==> src/rtl/riscv_pkg.sv <==
// Shared core constants and register-file types.
// Imported by decode, execute and regs_file so all stages agree on widths.
package riscv_pkg;

    localparam int unsigned XLEN     = 32;
    localparam int unsigned REG_AW   = 5;
    localparam int unsigned NUM_REGS = 32;
    localparam logic [4:0]  REG_ZERO = 5'd0;

    // Register-file control: post-reset clearing, then normal operation.
    typedef enum logic {
        RF_INIT = 1'b0,
        RF_RUN  = 1'b1
    } rf_state_t;

endpackage

==> src/rtl/regs_file.sv <==
// Integer register file x0..x31 for the single-issue core.
// Two combinational read ports (decode side), one write port (execute side).
// After reset an init sequencer clears x1..x31 one per cycle so the array
// needs no parallel reset and can map onto distributed RAM.
//
// Ports:
//   clk         core clock, rising edge
//   rst         synchronous active-high reset
//   rs1_addr_i  read port 1 address
//   rs2_addr_i  read port 2 address
//   rs1_data_o  read port 1 data (combinational)
//   rs2_data_o  read port 2 data (combinational)
//   reg_wen_i   write enable
//   rd_addr_i   write address
//   rd_data_i   write data
//   ready_o     registered; high once clearing is done and writes are accepted
module regs_file #(
    parameter int unsigned XLEN      = riscv_pkg::XLEN,
    parameter int unsigned REG_AW    = riscv_pkg::REG_AW,
    parameter bit          BYPASS_EN = 1'b1
) (
    input  logic              clk,
    input  logic              rst,
    input  logic [REG_AW-1:0] rs1_addr_i,
    input  logic [REG_AW-1:0] rs2_addr_i,
    output logic [XLEN-1:0]   rs1_data_o,
    output logic [XLEN-1:0]   rs2_data_o,
    input  logic              reg_wen_i,
    input  logic [REG_AW-1:0] rd_addr_i,
    input  logic [XLEN-1:0]   rd_data_i,
    output logic              ready_o
);

    import riscv_pkg::*;

    localparam int unsigned    DEPTH    = 2 ** REG_AW;
    localparam logic [REG_AW-1:0] ADDR_ZERO = REG_AW'(REG_ZERO);
    localparam logic [REG_AW-1:0] ADDR_LAST = REG_AW'(DEPTH - 1);

    logic [XLEN-1:0]   regs [DEPTH];

    rf_state_t         state;
    rf_state_t         state_nxt;
    logic [REG_AW-1:0] clear_idx;
    logic [REG_AW-1:0] clear_idx_nxt;
    logic              ready_nxt;
    logic              clear_we;
    logic              wr_we;

    // State register: control state, clear pointer and ready flag.
    always_ff @(posedge clk) begin
        if (rst) begin
            state     <= RF_INIT;
            clear_idx <= REG_AW'(1);
            ready_o   <= 1'b0;
        end else begin
            state     <= state_nxt;
            clear_idx <= clear_idx_nxt;
            ready_o   <= ready_nxt;
        end
    end

    // Next state: leave INIT on the edge that clears the last register.
    always_comb begin
        state_nxt = state;
        case (state)
            RF_INIT: if (clear_idx == ADDR_LAST) state_nxt = RF_RUN;
            RF_RUN:  state_nxt = RF_RUN;
            default: state_nxt = RF_INIT;
        endcase
    end

    // Outputs of the FSM: clear strobe, pointer advance, gated write, ready.
    // The pointer wraps to 0 on the INIT->RUN edge and then stays frozen.
    always_comb begin
        clear_we      = 1'b0;
        clear_idx_nxt = clear_idx;
        wr_we         = 1'b0;
        ready_nxt     = (state_nxt == RF_RUN);
        if (state == RF_INIT) begin
            clear_we      = 1'b1;
            clear_idx_nxt = clear_idx + REG_AW'(1);
        end else begin
            wr_we = reg_wen_i && (rd_addr_i != ADDR_ZERO);
        end
    end

    // Array storage; no reset so it can sit in distributed RAM.
    // Writes arriving on a reset edge or during INIT are dropped.
    always_ff @(posedge clk) begin
        if (!rst) begin
            if (clear_we) begin
                regs[clear_idx] <= '0;
            end else if (wr_we) begin
                regs[rd_addr_i] <= rd_data_i;
            end
        end
    end

    // Per-port read priority: x0 / INIT -> 0, then same-cycle write, then array.
    function automatic logic [XLEN-1:0] read_mux(
        input logic              run,
        input logic [REG_AW-1:0] addr,
        input logic              wen,
        input logic [REG_AW-1:0] waddr,
        input logic [XLEN-1:0]   wdata,
        input logic [XLEN-1:0]   stored
    );
        if (!run || (addr == ADDR_ZERO)) begin
            return '0;
        end else if (BYPASS_EN && wen && (waddr == addr)) begin
            return wdata;
        end
        return stored;
    endfunction

    assign rs1_data_o = read_mux(state == RF_RUN, rs1_addr_i, reg_wen_i,
                                 rd_addr_i, rd_data_i, regs[rs1_addr_i]);
    assign rs2_data_o = read_mux(state == RF_RUN, rs2_addr_i, reg_wen_i,
                                 rd_addr_i, rd_data_i, regs[rs2_addr_i]);

endmodule
==> config.mk <==
export PLATFORM = sky130hd
export DESIGN_NAME = regs_file
export DESIGN_NICKNAME = d
export VERILOG_FILES = /design/src/rtl/riscv_pkg.sv /design/src/rtl/regs_file.sv
export SDC_FILE = /design/constraint.sdc
export NUM_CORES = 1
export LEC_CHECK = 0
export BUFFER_PORTS_ARGS = -buffer_cell sky130_fd_sc_hd__buf_2
export CORE_ASPECT_RATIO = 0.9
export CORE_MARGIN = 1
export CORE_UTILIZATION = 30
export CTS_BUF_LIST = sky130_fd_sc_hd__clkbuf_2 sky130_fd_sc_hd__clkbuf_4 sky130_fd_sc_hd__clkbuf_8
export CTS_CLUSTER_SIZE = 30
export DETAILED_ROUTE_END_ITERATION = 7
export PLACE_DENSITY = 0.41
export SYNTH_ARGS = -nofsm -noshare
export SYNTH_HDL_FRONTEND = slang
export SYNTH_SLANG_ARGS = --single-unit
==> constraint.sdc <==
create_clock -name clk -period 9.8 [get_ports clk]
set_clock_uncertainty 0.2 [all_clocks]
set_input_delay 0.49 -clock clk [delete_from_list [all_inputs] [get_ports clk]]
set_output_delay 0.49 -clock clk [all_outputs]
set_load 0.02 [all_outputs]
### Yosys cells after proc, flatten, opt, wreduce, memory -nomap -nowiden

Memory sizes are Yosys's and may differ from the RTL's.
Index checks and enable logic that the tools add are counted.

* add/sub/neg operators: 1
* equal/unequal tests: 3
* multiplexer cells: 23
* bitwise logic cells: 1
* reductions and logical operators: 10

Operators with widths (count)
* $mux 32: 7
* $reduce_or 32->1: 1
* $mux 1: 14
* $eq 5x5->1: 2
* $logic_not 5->1: 2
* $add 5x1->5 const B: 1
* $eq 5x5->1 const B: 1
* $mux 5: 1
* $reduce_bool 5->1: 1
* $logic_and 1x1->1: 3
* $logic_or 1x1->1: 2
* $pmux 1 s2: 1
* $logic_not 1->1: 1
* $not 1->1: 1

* register bits: 6
* RAM bits: 1024
* output and inout port bits: 65
* memories: 1

Memory list
* regs: depth 32, width 32, rd ports 2, clocked after Yosys merged registers in 0, wr ports 1, line regs_file.sv:40 `logic [XLEN-1:0] regs [DEPTH];`

### Logic depth before layout (Yosys ltp)

* depth after elaboration: 9
* mapped depth: 9
* mapped depth without buffers: 5

### Worst setup path before layout

OpenSTA, ideal clock, no wires.

* path type: input to register
* from: in rd_addr_i[2]
* to: mem regs[11][0] (enable)
* setup time: 461 ps
* arrival: 3778 ps
* required time: 9139 ps
* path slack: 5361 ps
* stages on the path: 5
* buffers on the path: 1
* cell sequence: clkbuf_1 -> nor3_1 -> a21oi_1 -> o31a_1 -> nor3_1

* word-level cells in the longest chain between the ends: 9

Ends and longest elaborated chain
* start: declaration: line regs_file.sv:29 `input logic [REG_AW-1:0] rd_addr_i,`
* $reduce_bool 5->1: line regs_file.sv:84 `wr_we = reg_wen_i && (rd_addr_i != ADDR_ZERO);`
* $logic_and 1x1->1: line regs_file.sv:84
* $mux 1: line regs_file.sv:80 `if (state == RF_INIT) begin`
* $mux 1: line regs_file.sv:94 `end else if (wr_we) begin`
* $mux 1: line regs_file.sv:92 `if (clear_we) begin`
* $mux 1: line regs_file.sv:91 `if (!rst) begin`
* $mux 1 (not written as such): line regs_file.sv:95 `regs[rd_addr_i] <= rd_data_i;`
* $reduce_or 32->1 (no source line)
* $mux 5 (no source line) or $mux 1 (tied branches)
* end: declaration: line regs_file.sv:40

Several ways; a longest one is shown, not always the timed one.

### Worst setup path in the final report

* from: in rs2_addr_i[1]
* to: out rs2_data_o[19]

* word-level cells in the longest chain between the ends: 5

Ends and longest elaborated chain
* start: declaration: line regs_file.sv:25 `input logic [REG_AW-1:0] rs2_addr_i,`
* parallel branches: the longest is 4 deep, another holds $mem_v2 32x32
* $mux 32 *: line regs_file.sv:114 `return stored;`
* end: declaration: line regs_file.sv:27 `output logic [XLEN-1:0] rs2_data_o,`

Every way passes the cells marked *.

==> metrics.cfg <==
[clock_tree]
insertion_delay_ps=920
clock-sinks=1030
cts_buffer_depth=3
cts_resized=0
cts_inserted_buffers=186
cts_hold_buf=1
clk_pin_slew_ps=60
post_cts_buffers=0
cts-htree-levels=4
cts-root-buf=clkbuf_8
tritoncts=yes

[critical_path]
worstPathRequired_ps=9110
cp.arrival_ps=4890
cp_max_fo=51
r2r_slack_ps=5650
endpoint_kind=primary output
r2r-start=state
crit_type=in -> out
r2r_cells=5
rr_endpoint=regs[4][17]
critPathLaunchType=input pin

[finish]
drive_gt1_share_pct=36.86
post-route-cell-area_sq_um=56060
areaGrowthSynthToFinish_pct=13.15
fillers=15480
postLayoutCoreUtil_pct=34.17
fin_nets=2869
layoutNonFillerInstCount=5105

[drt]
dr.pass1.iters=5
drtIter0Drc=2907
drt_wl_total_mm=187.8
wire_per_inst_um=36.79
num_vias=29760
viasPerCell=5.829
drtAntennaViolNets=0
post-route-drc-count=0

[pwr]
clkPwrFrac_pct=41.4
leakage_nw=16.24
vdd_drop_max_mv=0.1396
total_power_mw=9.441
p_int_mw=7.131
p_seq_share_pct=51.4
p_comb_share_pct=7.2
swShare_pct=24.47
cellPowerDensity_nw_per_um2=168.4
p_sw_mw=2.311

[placed_design]
port_buffers=114
gp_congestion=0.7987
place_inst=4773
placed_area_sq_um=52560
hpwl_mm=105.2

[timing]
setup-tns-final_ps=0
worst_pin_slew_ps=1394
finalCriticalPeriod_ps=5578
fmax_ghz=0.1793
min_period_over_period_pct=56.92
rsz0062_at_grt=no
maxSlewHeadroom_pct=5.845
hold_viol_final=0
finalMaxSlewViolations=0
setup_violations=0

[floorplanning]
row_count=141
die_y_um=387.5
dieWidth_um=430.4
initial_utilization_pct=30.20
die_area_sq_um=166800
ios=115
core_sq_um=164100

[logic_synthesis]
synth_edf_count=1024
synth_seq_cells=1030
synth.largest_area_cell=edfxtp_1
synth_nets=2711
synth_common_cells=1024 x edfxtp_1, 406 x mux4_2, 258 x mux2i_1, 150 x mux2_2, 85 x a22oi_1
yosysWarnings=0
syn_inst=2659
yosysSeqAreaShare_pct=62.31
synth_top_area_share_pct=62.07
synth_cell_types=50
synth_area_per_cell_sq_um=18.63
synth.most_common_cell=edfxtp_1
synth-main-ff-cell=edfxtp_1
synth.area.top_cells=edfxtp_1 62%, mux4_2 18%, mux2i_1 5.2%
async_flop_share_pct=0
netlist_area_sq_um=49540

[outcome]
status=finished clean

[job]
cap_violations=0

[grt]
grt_overflow=0
antenna_found_initial=4
grt_max_degree=112
track_usage_pct=22.31
grt_pass1_wl_mm=258.5
first_global_vias=31040

[hold_path]
hp-start=rd_addr_i[0]
holdPathStages=3
hold_path_class=in -> reg
min_to=regs[17][29]

-- routing by layer --
metal	global-route usage [%]	share of wire, %
met1	28.98	42
met2	37.22	49
met3	4.154	5.7
met4	7.887	3.3
met5	0	0
-- kinds of logic after synthesis --
group | Yosys count | share of synthesized area [%]
AND/OR/NAND/NOR | 242 | 2.760
multiplexers | 814 | 27.08
buffers and inverters | 235 | 2.634
AO/OA/AOI/OAI | 323 | 4.937
adder cells (fa/ha/maj) | 2 | 0.05050
flip-flops | 1030 | 62.31
XOR/XNOR | 13 | 0.2298
-- worst max path at each step --
stage / end / depth (start not counted) / slack, ps / startpoint
CTS: rs2_data_o[19] / 9 / 4170 / rs2_addr_i[1]
floorplan: regs[11][0] / 5 / 5360 / rd_addr_i[2]
detailed placement: rs2_data_o[19] / 9 / 4180 / rs2_addr_i[1]
global placement: rs2_data_o[19] / 9 / 4170 / rs2_addr_i[1]
finish: rs2_data_o[19] / 9 / 4220 / rs2_addr_i[1]
global route: rs2_data_o[19] / 9 / 4190 / rs2_addr_i[1]
-- critical path, cell delays in order --
cell     delay, ps
buf_8          310
buf_4          640
buf_4          860
mux4_2         390
mux2_2         150
o22ai_1        110
o41ai_1       1230
buf_4          280
buf_2          170
-- power by group through the flow --
stage / clock network (mW) / registers, mW / logic [mW]
5_1_grt: 4.17 / 4.85 / 0.710
3_5_place_dp: 0 / 4.94 / 0.687
6_report: 3.91 / 4.85 / 0.682
3_3_place_gp: 0 / 4.94 / 0.686
2_1_floorplan: 0 / 4.93 / 0.440
4_1_cts: 4.00 / 4.85 / 0.689
-- state kept, by name (all words and copies together), names as in the netlist --
signal and flops:
regs 1024, state 1, clear_idx 5
-- layout make-up --
type	count	area, sq um	area share [%]
repair buffers	202	1321	2.357
flip-flops and latches	1030	30870	55.07
multi-input cells	1394	17690	31.55
clock buffers	243	3013	5.375
diodes	3	7.507	0.01339
inverters	3	11.26	0.02009
well taps	2145	2684	4.788
clock inverters	85	462.9	0.8259
-- layout by cell type (no fill, tap or decap), types with 10 or more instances in the layout --
| cell | n |
|---|---|
| a211oi_1 | 32 |
| buf_2 | 107 |
| clkbuf_8 | 190 |
| buf_4 | 86 |
| o221ai_1 | 54 |
| o22ai_1 | 32 |
| clkinv_1 | 50 |
| and2_1 | 35 |
| nor2_1 | 34 |
| o22a_1 | 22 |
| clkinv_2 | 22 |
| nand4_1 | 66 |
| clkbuf_4 | 53 |
| nor3_2 | 14 |
| edfxtp_1 | 1024 |
| mux4_2 | 406 |
| mux2_2 | 150 |
| a22oi_1 | 85 |
| o41ai_1 | 31 |
| nor2_4 | 15 |
| mux2i_1 | 258 |
| a221oi_1 | 10 |
| nor2b_1 | 36 |
| xor2_1 | 10 |
| a21oi_1 | 33 |
-- through the flow --
stage	hold WS (ps)	setup slack, ps
3_5_place_dp	381.5	4183
5_1_grt	65.71	4193
6_report	119.4	4222
4_1_cts	27.82	4166
2_1_floorplan	337.6	5361
3_3_place_gp	383.6	4166
No activity file was read; power rests on OpenSTA's default activity.
